===== config.mk =====
export PLATFORM = sky130hd
export DESIGN_NAME = matrix_mac_sequencer
export DESIGN_NICKNAME = d
export VERILOG_FILES = /design/src/rtl/matrix_mac_sequencer.sv
export SDC_FILE = /design/constraint.sdc
export NUM_CORES = 1
export LEC_CHECK = 0
export ABC_CLOCK_PERIOD_IN_PS = 10590
export CORE_MARGIN = 2
export CORE_UTILIZATION = 69
export CTS_BUF_LIST = sky130_fd_sc_hd__clkbuf_8
export DETAILED_ROUTE_END_ITERATION = 8
export DONT_BUFFER_PORTS = 1
export PLACE_DENSITY = 0.87
export SYNTH_ARGS = -nofsm -noshare
export SYNTH_HDL_FRONTEND = slang
export SYNTH_SLANG_ARGS = --single-unit

===== constraint.sdc =====
create_clock -name clock -period 10.59 [get_ports clock]
set_clock_uncertainty 0.05 [all_clocks]
set_input_delay 2.118 -clock clock [delete_from_list [all_inputs] [get_ports clock]]
set_output_delay 2.118 -clock clock [all_outputs]
set_load 0.1 [all_outputs]

===== src/rtl/matrix_mac_sequencer.sv =====
// Matrix-vector MAC sequencer: walks each row of A against B in 8-element beats over
// the dual-port ROM bank, accumulates the dot product and checks it against ROM C.
module matrix_mac_sequencer #(
    parameter int DATA_WIDTH   = 8,
    parameter int ADDR_WIDTH   = 7,
    parameter int N_ROWS       = 128,
    parameter int N_COLS       = 128,
    parameter int READ_LATENCY = 2
) (
    input  logic                                clock,
    input  logic                                reset,
    input  logic                                start,
    output logic [2*ADDR_WIDTH-1:0]             romA_addrA,
    output logic [2*ADDR_WIDTH-1:0]             romA_addrB,
    output logic [ADDR_WIDTH-1:0]               romB_addrA,
    output logic [ADDR_WIDTH-1:0]               romB_addrB,
    output logic [ADDR_WIDTH-1:0]               romC_addrA,
    output logic [ADDR_WIDTH-1:0]               romC_addrB,
    input  logic [3:0][DATA_WIDTH-1:0]          romA_busA_in,
    input  logic [3:0][DATA_WIDTH-1:0]          romA_busB_in,
    input  logic [3:0][DATA_WIDTH-1:0]          romB_busA_in,
    input  logic [3:0][DATA_WIDTH-1:0]          romB_busB_in,
    input  logic [2*DATA_WIDTH-1:0]             romC_dataA_in,
    input  logic [2*DATA_WIDTH-1:0]             romC_dataB_in,
    output logic                                busy,
    output logic                                done,
    output logic                                result_valid,
    output logic [ADDR_WIDTH-1:0]               result_row,
    output logic [2*DATA_WIDTH-1:0]             result_data,
    output logic                                result_match,
    output logic [ADDR_WIDTH:0]                 mismatch_count
);

    localparam int NB  = N_COLS / 8;
    localparam int BW  = $clog2(NB + 1);
    localparam int DRW = $clog2(READ_LATENCY + 2);
    localparam int AW  = ADDR_WIDTH;
    localparam int MW  = ADDR_WIDTH + 1;
    localparam int AW2 = 2 * ADDR_WIDTH;
    localparam int DW2 = 2 * DATA_WIDTH;
    localparam logic [MW-1:0] MISM_MAX = {1'b1, {AW{1'b0}}};

    typedef enum logic [2:0] {
        S_IDLE,
        S_ISSUE,
        S_DRAIN,
        S_CHECK,
        S_DONE
    } state_t;

    state_t            r_state;
    state_t            w_state_nxt;
    logic [AW-1:0]     r_row;
    logic [AW-1:0]     w_ld_row;
    logic [BW-1:0]     r_beat;
    logic [BW-1:0]     w_ld_beat;
    logic [DRW-1:0]    r_drain;
    logic [DW2-1:0]    r_acc;
    logic [DW2-1:0]    w_beat_sum;
    logic [READ_LATENCY:0] r_vld_p;
    logic [MW-1:0]     r_mismatch;
    logic [AW2-1:0]    r_a_addr_a;
    logic [AW2-1:0]    r_a_addr_b;
    logic [AW-1:0]     r_b_addr_a;
    logic [AW-1:0]     r_b_addr_b;
    logic [AW2-1:0]    w_a_addr;
    logic [AW-1:0]     w_b_addr;
    logic              w_load;
    logic              w_clr_acc;
    logic              w_accept;
    logic              w_check;
    logic              w_match;
    logic              w_last_beat;
    logic              w_last_row;
    logic              w_drain_end;
    logic              w_unused;

    // Sum of the eight element products of one beat, wrapping at 2*DATA_WIDTH bits.
    function automatic logic [DW2-1:0] mac8(input logic [3:0][DATA_WIDTH-1:0] a0,
                                            input logic [3:0][DATA_WIDTH-1:0] b0,
                                            input logic [3:0][DATA_WIDTH-1:0] a1,
                                            input logic [3:0][DATA_WIDTH-1:0] b1);
        logic [DW2-1:0] s;
        s = '0;
        for (int i = 0; i < 4; i++) begin
            s = s + DW2'(a0[i]) * DW2'(b0[i]) + DW2'(a1[i]) * DW2'(b1[i]);
        end
        return s;
    endfunction

    function automatic logic [MW-1:0] sat_inc(input logic [MW-1:0] v);
        return (v == MISM_MAX) ? v : v + MW'(1);
    endfunction

    assign w_unused    = ^romC_dataB_in;
    assign w_last_beat = (r_beat == BW'(NB - 1));
    assign w_last_row  = (r_row == AW'(N_ROWS - 1));
    assign w_drain_end = (r_drain == DRW'(READ_LATENCY - 1));
    assign w_beat_sum  = mac8(romA_busA_in, romB_busA_in, romA_busB_in, romB_busB_in);
    assign w_a_addr    = AW2'(w_ld_row) * AW2'(N_COLS) + (AW2'(w_ld_beat) << 3);
    assign w_b_addr    = AW'(w_ld_beat) << 3;
    assign w_match     = (r_acc == romC_dataA_in);

    always_ff @(posedge clock) begin
        if (reset) begin
            r_state <= S_IDLE;
        end else begin
            r_state <= w_state_nxt;
        end
    end

    always_comb begin
        w_state_nxt = r_state;
        w_load      = 1'b0;
        w_clr_acc   = 1'b0;
        w_accept    = 1'b0;
        w_ld_row    = r_row;
        w_ld_beat   = '0;
        busy        = 1'b0;
        done        = 1'b0;
        w_check     = 1'b0;
        case (r_state)
            S_IDLE: begin
                if (start) begin
                    w_state_nxt = S_ISSUE;
                    w_load      = 1'b1;
                    w_clr_acc   = 1'b1;
                    w_accept    = 1'b1;
                    w_ld_row    = '0;
                end
            end
            S_ISSUE: begin
                busy = 1'b1;
                if (w_last_beat) begin
                    w_state_nxt = (READ_LATENCY == 0) ? S_CHECK : S_DRAIN;
                end else begin
                    w_load    = 1'b1;
                    w_ld_beat = r_beat + BW'(1);
                end
            end
            S_DRAIN: begin
                busy = 1'b1;
                if (w_drain_end) begin
                    w_state_nxt = S_CHECK;
                end
            end
            S_CHECK: begin
                busy    = 1'b1;
                w_check = 1'b1;
                if (w_last_row) begin
                    w_state_nxt = S_DONE;
                end else begin
                    w_state_nxt = S_ISSUE;
                    w_load      = 1'b1;
                    w_clr_acc   = 1'b1;
                    w_ld_row    = r_row + AW'(1);
                end
            end
            S_DONE: begin
                done        = 1'b1;
                w_state_nxt = S_IDLE;
            end
            default: begin
                w_state_nxt = S_IDLE;
            end
        endcase
    end

    // Address stage: beat addresses and the valid token enter together.
    always_ff @(posedge clock) begin
        if (reset) begin
            r_row      <= '0;
            r_beat     <= '0;
            r_a_addr_a <= '0;
            r_a_addr_b <= '0;
            r_b_addr_a <= '0;
            r_b_addr_b <= '0;
            r_vld_p    <= '0;
            r_drain    <= '0;
        end else begin
            if (w_load) begin
                r_row      <= w_ld_row;
                r_beat     <= w_ld_beat;
                r_a_addr_a <= w_a_addr;
                r_a_addr_b <= w_a_addr + AW2'(4);
                r_b_addr_a <= w_b_addr;
                r_b_addr_b <= w_b_addr + AW'(4);
            end
            r_vld_p[0] <= w_load;
            for (int i = 1; i <= READ_LATENCY; i++) begin
                r_vld_p[i] <= r_vld_p[i-1];
            end
            r_drain <= (r_state == S_DRAIN) ? r_drain + DRW'(1) : '0;
        end
    end

    // Accumulate stage: the oldest valid token qualifies the returning ROM data.
    always_ff @(posedge clock) begin
        if (reset) begin
            r_acc      <= '0;
            r_mismatch <= '0;
        end else begin
            if (w_clr_acc) begin
                r_acc <= '0;
            end else if (r_vld_p[READ_LATENCY]) begin
                r_acc <= r_acc + w_beat_sum;
            end
            if (w_accept) begin
                r_mismatch <= '0;
            end else if (w_check && !w_match) begin
                r_mismatch <= sat_inc(r_mismatch);
            end
        end
    end

    assign romA_addrA     = r_a_addr_a;
    assign romA_addrB     = r_a_addr_b;
    assign romB_addrA     = r_b_addr_a;
    assign romB_addrB     = r_b_addr_b;
    assign romC_addrA     = r_row;
    assign romC_addrB     = r_row;
    assign result_valid   = w_check;
    assign result_row     = w_check ? r_row : '0;
    assign result_data    = w_check ? r_acc : '0;
    assign result_match   = w_check && w_match;
    assign mismatch_count = r_mismatch;

endmodule


==> results of run 1 <==
[synthesized netlist by cell type, types with 7 or more instances]
| cell | instances |
|---|---|
| inv_1 | 564 |
| fa_1 | 475 |
| and2_1 | 343 |
| ha_1 | 221 |
| nand2_1 | 220 |
| dfxtp_1 | 52 |
| nor2_1 | 45 |
| buf_4 | 44 |
| xnor2_1 | 32 |
| xor2_1 | 29 |
| a21oi_1 | 15 |
| nand3_1 | 13 |
| mux2i_1 | 11 |
| o21ai_0 | 11 |
| nand4_1 | 10 |
| nor2b_1 | 10 |
| nor3_1 | 8 |
| and3_1 | 7 |
| clkbuf_1 | 7 |
[area by class of cell]
| class | instances | area [sq um] | share of cell area [%] |
|---|---|---|---|
| inverter | 565 | 2120 | 10.2 |
| sequential | 52 | 1070 | 5.15 |
| clock inverter | 3 | 42.5 | 0.204 |
| tap | 390 | 488 | 2.34 |
| multi-input combinational | 1524 | 17100 | 81.8 |
| timing repair buffer | 1 | 7.51 | 0.0360 |
| clock buffer | 5 | 68.8 | 0.330 |
[per-layer routing]
layer | vias to the layer above | GRT usage [%] | wire length (um)
met3 | 127 | 4.15 | 3250
met2 | 622 | 57.0 | 24700
li1 | 6267 | - | -
met4 | 0 | 11.7 | 2160
met5 | - | 0 | 0
met1 | 7263 | 41.5 | 18300
[registers in the layout, indices dropped and copies added (netlist names)]
signal / count
r_acc: 16
romA_addrB: 1
r_drain: 2
r_state: 3
romC_addrA: 7
r_beat: 5
mismatch_count: 8
r_vld_p: 3
romA_addrA: 7
[metrics by stage]
step	worst slack [ns]	instance area [sq um]	utilization, %
2_1_floorplan	1.53	20600	-
3_3_place_gp	1.08	20700	70.4
3_5_place_dp	0.973	20700	70.4
4_1_cts	1.29	20900	70.7
5_1_grt	1.05	20900	70.7
6_report	1.23	20900	70.7
[path summary, 6_finish.rpt]
check | from | to | depth (start not counted)
worst max-delay path | romA_busB_in[21] | r_acc[15] | 23
worst max register to register | r_acc[4] | r_acc[15] | 18
worst min-delay path | r_drain[0] | r_drain[0] | 1
worst min register to register | r_drain[0] | r_drain[0] | 1
[worst reg2reg max path: stages, from the launching register on]
cell and delay [ns]:
dfxtp_1 0.40, inv_1 0.14, fa_1 0.56, inv_1 0.06
fa_1 0.53, inv_1 0.05, fa_1 0.49, inv_1 0.05
fa_1 0.59, fa_1 0.45, fa_1 0.45, ha_1 0.34
o21ai_0 0.29, o21a_1 0.19, o211ai_1 0.13, a2111o_1 0.47
a21o_1 0.18, mux2i_1 0.20, nor2_1 0.07
[cell families after synthesis]
kind of cell | synth area share [%]
compound gates | 2.01
fa+ha+maj | 59.7
xor+xnor | 2.60
flops | 5.06
buf+inv | 12.3
simple gates | 17.6
other cells | 0.0182
mux | 0.736
==> key figures, run 1 <==
Synth
  – Post-Synthesis Cells: 2189
  – Synthesis-stage register bit count: 52
  – Ys async rst share: 0%
  – Number of synthesized flops with an enable pin: 0
  – Share of the synthesized area in the top cell type: 46.2%
  – Synth area leader: fa_1
  – Synth top area cells: fa_1, ha_1, and2_1
  – Register area share after synthesis: 5.06%
  – Post-synthesis area per instance: 9.39 sq um
  – Synth cell types: 54
  – Synth Cell Area: 0.0206 sq mm
  – Ys Warns: 0
  – Post-synth top flop: dfxtp_1

STA
  – Crit share post-route: 88.4%
  – Final-report hold violation count: 0
  – Final Setup Violations: 0
  – Slew headroom: 23.3%
  – Maximum clock rate: 107 MHz
  – RSZ-0062 raised after global routing: no
  – Final Max Tran Viols: 0
  – Worst-margin pin slew: 1.15 ns
  – Hold slack: 0.377 ns
  – Setup tns final: 0 ns
  – Min Tclk post-route: 9.36 ns

Place
  – RD Place Congestion: 0.962
  – HPWL Detailed: 43.7 mm
  – Dpl cells: 2532
  – Buffers on Ports: 0

Setup path
  – Critical path startpoint category: primary input
  – Crit-path leading delay family: adder cells
  – WP data arrival: 9.51 ns
  – Most frequent CP cell: fa_1
  – Critical-path cell with the highest stage delay: fa_1
  – Max incr delay on CP: 0.67 ns
  – Setup CP Type: in2reg
  – Cell breakdown of the critical path: and2_1 > fa_1 > fa_1 > fa_1 > inv_1 > fa_1 > inv_1 > fa_1 > fa_1 > fa_1 > fa_1 > fa_1 > inv_1 > fa_1 > inv_1 > ha_1 > o21ai_0 > nand2b_1 > and3_1 > a2111o_1 > a21o_1 > mux2i_1 > nor2_1
  – Setup slack, reg-to-reg: 4.79 ns
  – Worst Path Required: 10.74 ns
  – Setup crit end kind: register
  – Worst path bufs/invs: 4
  – Peak fanout along the critical path: 8

Floorplanning
  – Die ar.: 0.0312 sq mm
  – Cell Rows: 63
  – Initial Util: 69.7%
  – Io pins: around 250
  – Die Span X: 177 um
  – Core Box Area: 0.0295 sq mm
  – Chip height: 177 um

Clocking
  – Later-pin clock latency in the skew report: 0.30 ns
  – Post-CTS Setup Bufs: 0
  – Hold_buf cts: 0
  – Clock transition at path regs: approximately 0.1 ns
  – Post-cts sizing count: 0
  – CTS H-tree lvls: 2
  – Clock Tree Buf Depth: 2
  – CTS tree: done
  – CTS buffer count: 5
  – Clk root buf: clkbuf_8
  – Clock sinks: 52

Routing
  – Vias: between 10000 and 15000
  – Final ANT Viol Nets: 0
  – Iter 0 DRT Violations: 943
  – WL final: 48.5 mm
  – Post-route DRC: 1
  – WL per Instance: 19.1 um
  – Pre-Repair DR Iteration Count: 9
  – Drt via density: 5.62

Global routing
  – Initial antenna violation count: 0
  – First-pass GRT wire length: 78.5 mm
  – GRT Overall Usage: 32.5%
  – Vias in the first global route: roughly 16000
  – Largest net degree at the start of global routing: 26
  – GRT Residual Overflow: 0

Hold path
  – Min-Delay Path Class: reg2reg

Job
  – Number of max-cap violations: 0

Layout
  – Final std cells w/o fill: 2540
  – Synth-to-Final Area Change: 1.44%
  – Share of cells above drive strength 1: 2.28%
  – Commonest non-fill, non-tap cell in the layout: inv_1
  – Fin nets: 3008
  – Commonest cells after routing, fill and taps aside: inv_1, fa_1, and2_1, ha_1, nand2_1
  – N_diodes: 0
  – Fillers: 2225

Outcome
  – Violated checks: design-rule violations
  – Outcome: finished with violations
Power of run 1 is left out: the tool's default activity adds up to more than one toggle a clock period on the data nets, which glitch-free logic cannot reach.
==> run 2, diff against run 1 <==
--- a/config.mk
+++ b/config.mk
@@ -11,7 +11,7 @@
 export CTS_BUF_LIST = sky130_fd_sc_hd__clkbuf_8
 export DETAILED_ROUTE_END_ITERATION = 8
 export DONT_BUFFER_PORTS = 1
-export PLACE_DENSITY = 0.87
+export PLACE_DENSITY = 0.85
 export SYNTH_ARGS = -nofsm -noshare
 export SYNTH_HDL_FRONTEND = slang
 export SYNTH_SLANG_ARGS = --single-unit
==> run 2 against run 1 <==
Compared with the run above:
- the flow now finishes without violations
- flip-flop and latch count did not move
- clock-buffer cell count did not move
- maximum frequency rose by 2.0%
- final area fell by 0.17%
- final cell count barely moved
- first-iteration DRC count fell by 10%
- critical endpoint unchanged
- largest cell class unchanged
==> key figures, run 2 (synthesis results as in run 1) <==
Outcome
  – Outcome: finished, final reports clean (was finished with violations)

Clocking
  – Clock Tree Buf Depth: 2 (unchanged)
  – Later-pin clock latency in the skew report: 0.30 ns (about the same)
  – CTS buffer count: 5 (unchanged)
  – Post-cts sizing count: 0 (unchanged)
  – Clk root buf: clkbuf_8 (unchanged)
  – Clock sinks: 52 (unchanged)
  – CTS H-tree lvls: 2 (unchanged)
  – Post-CTS Setup Bufs: 0 (unchanged)
  – Hold_buf cts: 0 (unchanged)
  – CTS tree: done (unchanged)
  – Clock transition at path regs: 0.09 ns (was 0.10 ns)

Routing
  – Iter 0 DRT Violations: 846 (was 943)
  – WL per Instance: 18.7 um (was 19.1 um)
  – Vias: 14200 (was 14300)
  – WL final: 47.6 mm (was 48.5 mm)
  – Post-route DRC: 0 (was 1)
  – Drt via density: 5.59 (was 5.62)
  – Final ANT Viol Nets: 0 (unchanged)
  – Pre-Repair DR Iteration Count: 5 (was 9)

Global routing
  – First-pass GRT wire length: 78.4 mm (was 78.5 mm)
  – Initial antenna violation count: 0 (unchanged)
  – Met1 GRT Util: 40.9% (was 41.5%)
  – GRT Overall Usage: 32.4% (was 32.5%)
  – Met3 usage: 5.20% (was 4.15%)
  – Largest net degree at the start of global routing: 26 (unchanged)
  – Vias in the first global route: 15700 (was 15800)
  – GR peak layer: met2 (unchanged)
  – GRT Residual Overflow: 0 (unchanged)
  – GR Util met2: 56.0% (was 57.0%)

Setup path
  – Cell breakdown of the critical path: and2_1 > fa_1 > fa_1 > fa_1 > inv_1 > fa_1 > inv_1 > fa_1 > fa_1 > fa_1 > fa_1 > fa_1 > inv_1 > fa_1 > inv_1 > ha_1 > nor3_1 > nand2_1 > and3_1 > a2111o_1 > a21o_1 > mux2i_1 > nor2_1 (was and2_1 > fa_1 > fa_1 > fa_1 > inv_1 > fa_1 > inv_1 > fa_1 > fa_1 > fa_1 > fa_1 > fa_1 > inv_1 > fa_1 > inv_1 > ha_1 > o21ai_0 > nand2b_1 > and3_1 > a2111o_1 > a21o_1 > mux2i_1 > nor2_1)
  – Critical path startpoint category: primary input (unchanged)
  – Crit-path leading delay family: adder cells (unchanged)
  – Max incr delay on CP: 0.62 ns (was 0.67 ns)
  – Peak fanout along the critical path: 8 (unchanged)
  – Worst path bufs/invs: 4 (unchanged)
  – WP data arrival: 9.32 ns (was 9.51 ns)
  – Most frequent CP cell: fa_1 (unchanged)
  – Worst Path Required: 10.74 ns (about the same)
  – Setup crit end kind: register (unchanged)
  – Critical-path cell with the highest stage delay: fa_1 (unchanged)
  – Setup CP Type: in2reg (unchanged)

Floorplanning
  – Cell Rows: 63 (unchanged)
  – Initial Util: 69.7% (unchanged)
  – Core Box Area: 0.0295 sq mm (unchanged)
  – Die Span X: 177 um (unchanged)
  – Die ar.: 0.0312 sq mm (unchanged)
  – Io pins: 254 (unchanged)
  – Chip height: 177 um (unchanged)

STA
  – Setup tns final: 0 ns (unchanged)
  – Worst-margin pin slew: 1.15 ns (about the same)
  – Crit share post-route: 86.6% (was 88.4%)
  – Final worst setup slack: 1.42 ns (was 1.23 ns)
  – Maximum clock rate: 109 MHz (was 107 MHz)
  – RSZ-0062 raised after global routing: no (unchanged)
  – Slew headroom: 23.3% (about the same)
  – Min Tclk post-route: 9.17 ns (was 9.36 ns)
  – Final-report hold violation count: 0 (unchanged)
  – Final Setup Violations: 0 (unchanged)
  – Final Max Tran Viols: 0 (unchanged)

Layout
  – Share of cells above drive strength 1: 2.19% (was 2.28%)
  – Commonest non-fill, non-tap cell in the layout: inv_1 (unchanged)
  – Top reg by flops: r_acc (unchanged)
  – Synth-to-Final Area Change: 1.27% (was 1.44%)
  – Commonest cells after routing, fill and taps aside: inv_1, fa_1, and2_1, ha_1, nand2_1 (unchanged)
  – Max reg flops: 16 (unchanged)
  – N_diodes: 0 (unchanged)
  – Fin nets: 3007 (was 3008)

Place
  – Buffers on Ports: 0 (unchanged)
  – HPWL Detailed: 43.3 mm (was 43.7 mm)
  – Pre-CTS setup slack: 1.09 ns (was 0.973 ns)
  – RD Place Congestion: 0.962 (about the same)

Hold path
  – Min-Delay Path Class: reg2reg (unchanged)

Job
  – Number of max-cap violations: 0 (unchanged)
==> run 2: cell count changes in the layout (fill, tap and decap cells not counted) <==
cell,before,now
clkinv_4,1,0
buf_4,1,0
clkinvlp_4,0,1
inv_1,564,565
bufinv_16,1,0
==> run 2: stage by stage <==
| step | instance area, sq um | std cells | util, % | hold slack [ns] |
|---|---|---|---|---|
| global placement | 20700 | 2531 | 70.3 | 0.355 |
| CTS | 20800 | 2539 | 70.6 | 0.390 |
| finish | 20800 | 2539 | 70.6 | 0.396 |
| floorplan | 20600 | 2198 | - | 0.347 |
| global route | 20800 | 2539 | 70.6 | 0.408 |
| detailed placement | 20700 | 2531 | 70.3 | 0.378 |
==> run 2: worst paths after layout <==
path,start,end,slack [ns],cells past startpoint
min reg2reg,r_drain[0],r_drain[0],0.40,1
max,romA_busB_in[21],r_acc[15],1.42,23
min,r_drain[0],r_drain[0],0.40,1
max reg2reg,r_acc[4],r_acc[15],4.69,18
==> run 2: area by class of cell <==
cell class                 count  area, sq um
multi-input combinational   1524        17100
fill                        2156         8660
inverter                     565         2120
sequential                    52         1070
tap                          390          488
clock buffer                   5         68.8
clock inverter                 3         15.0
==> run 2: routing by layer <==
metal  wire length [um]  vias to the layer above
li1                   -                     6261
met1              18000                     7208
met2              24100                      577
met3               3270                      139
met4               2290                        0
met5                  0                        -
Power of run 2 is left out for the same reason.
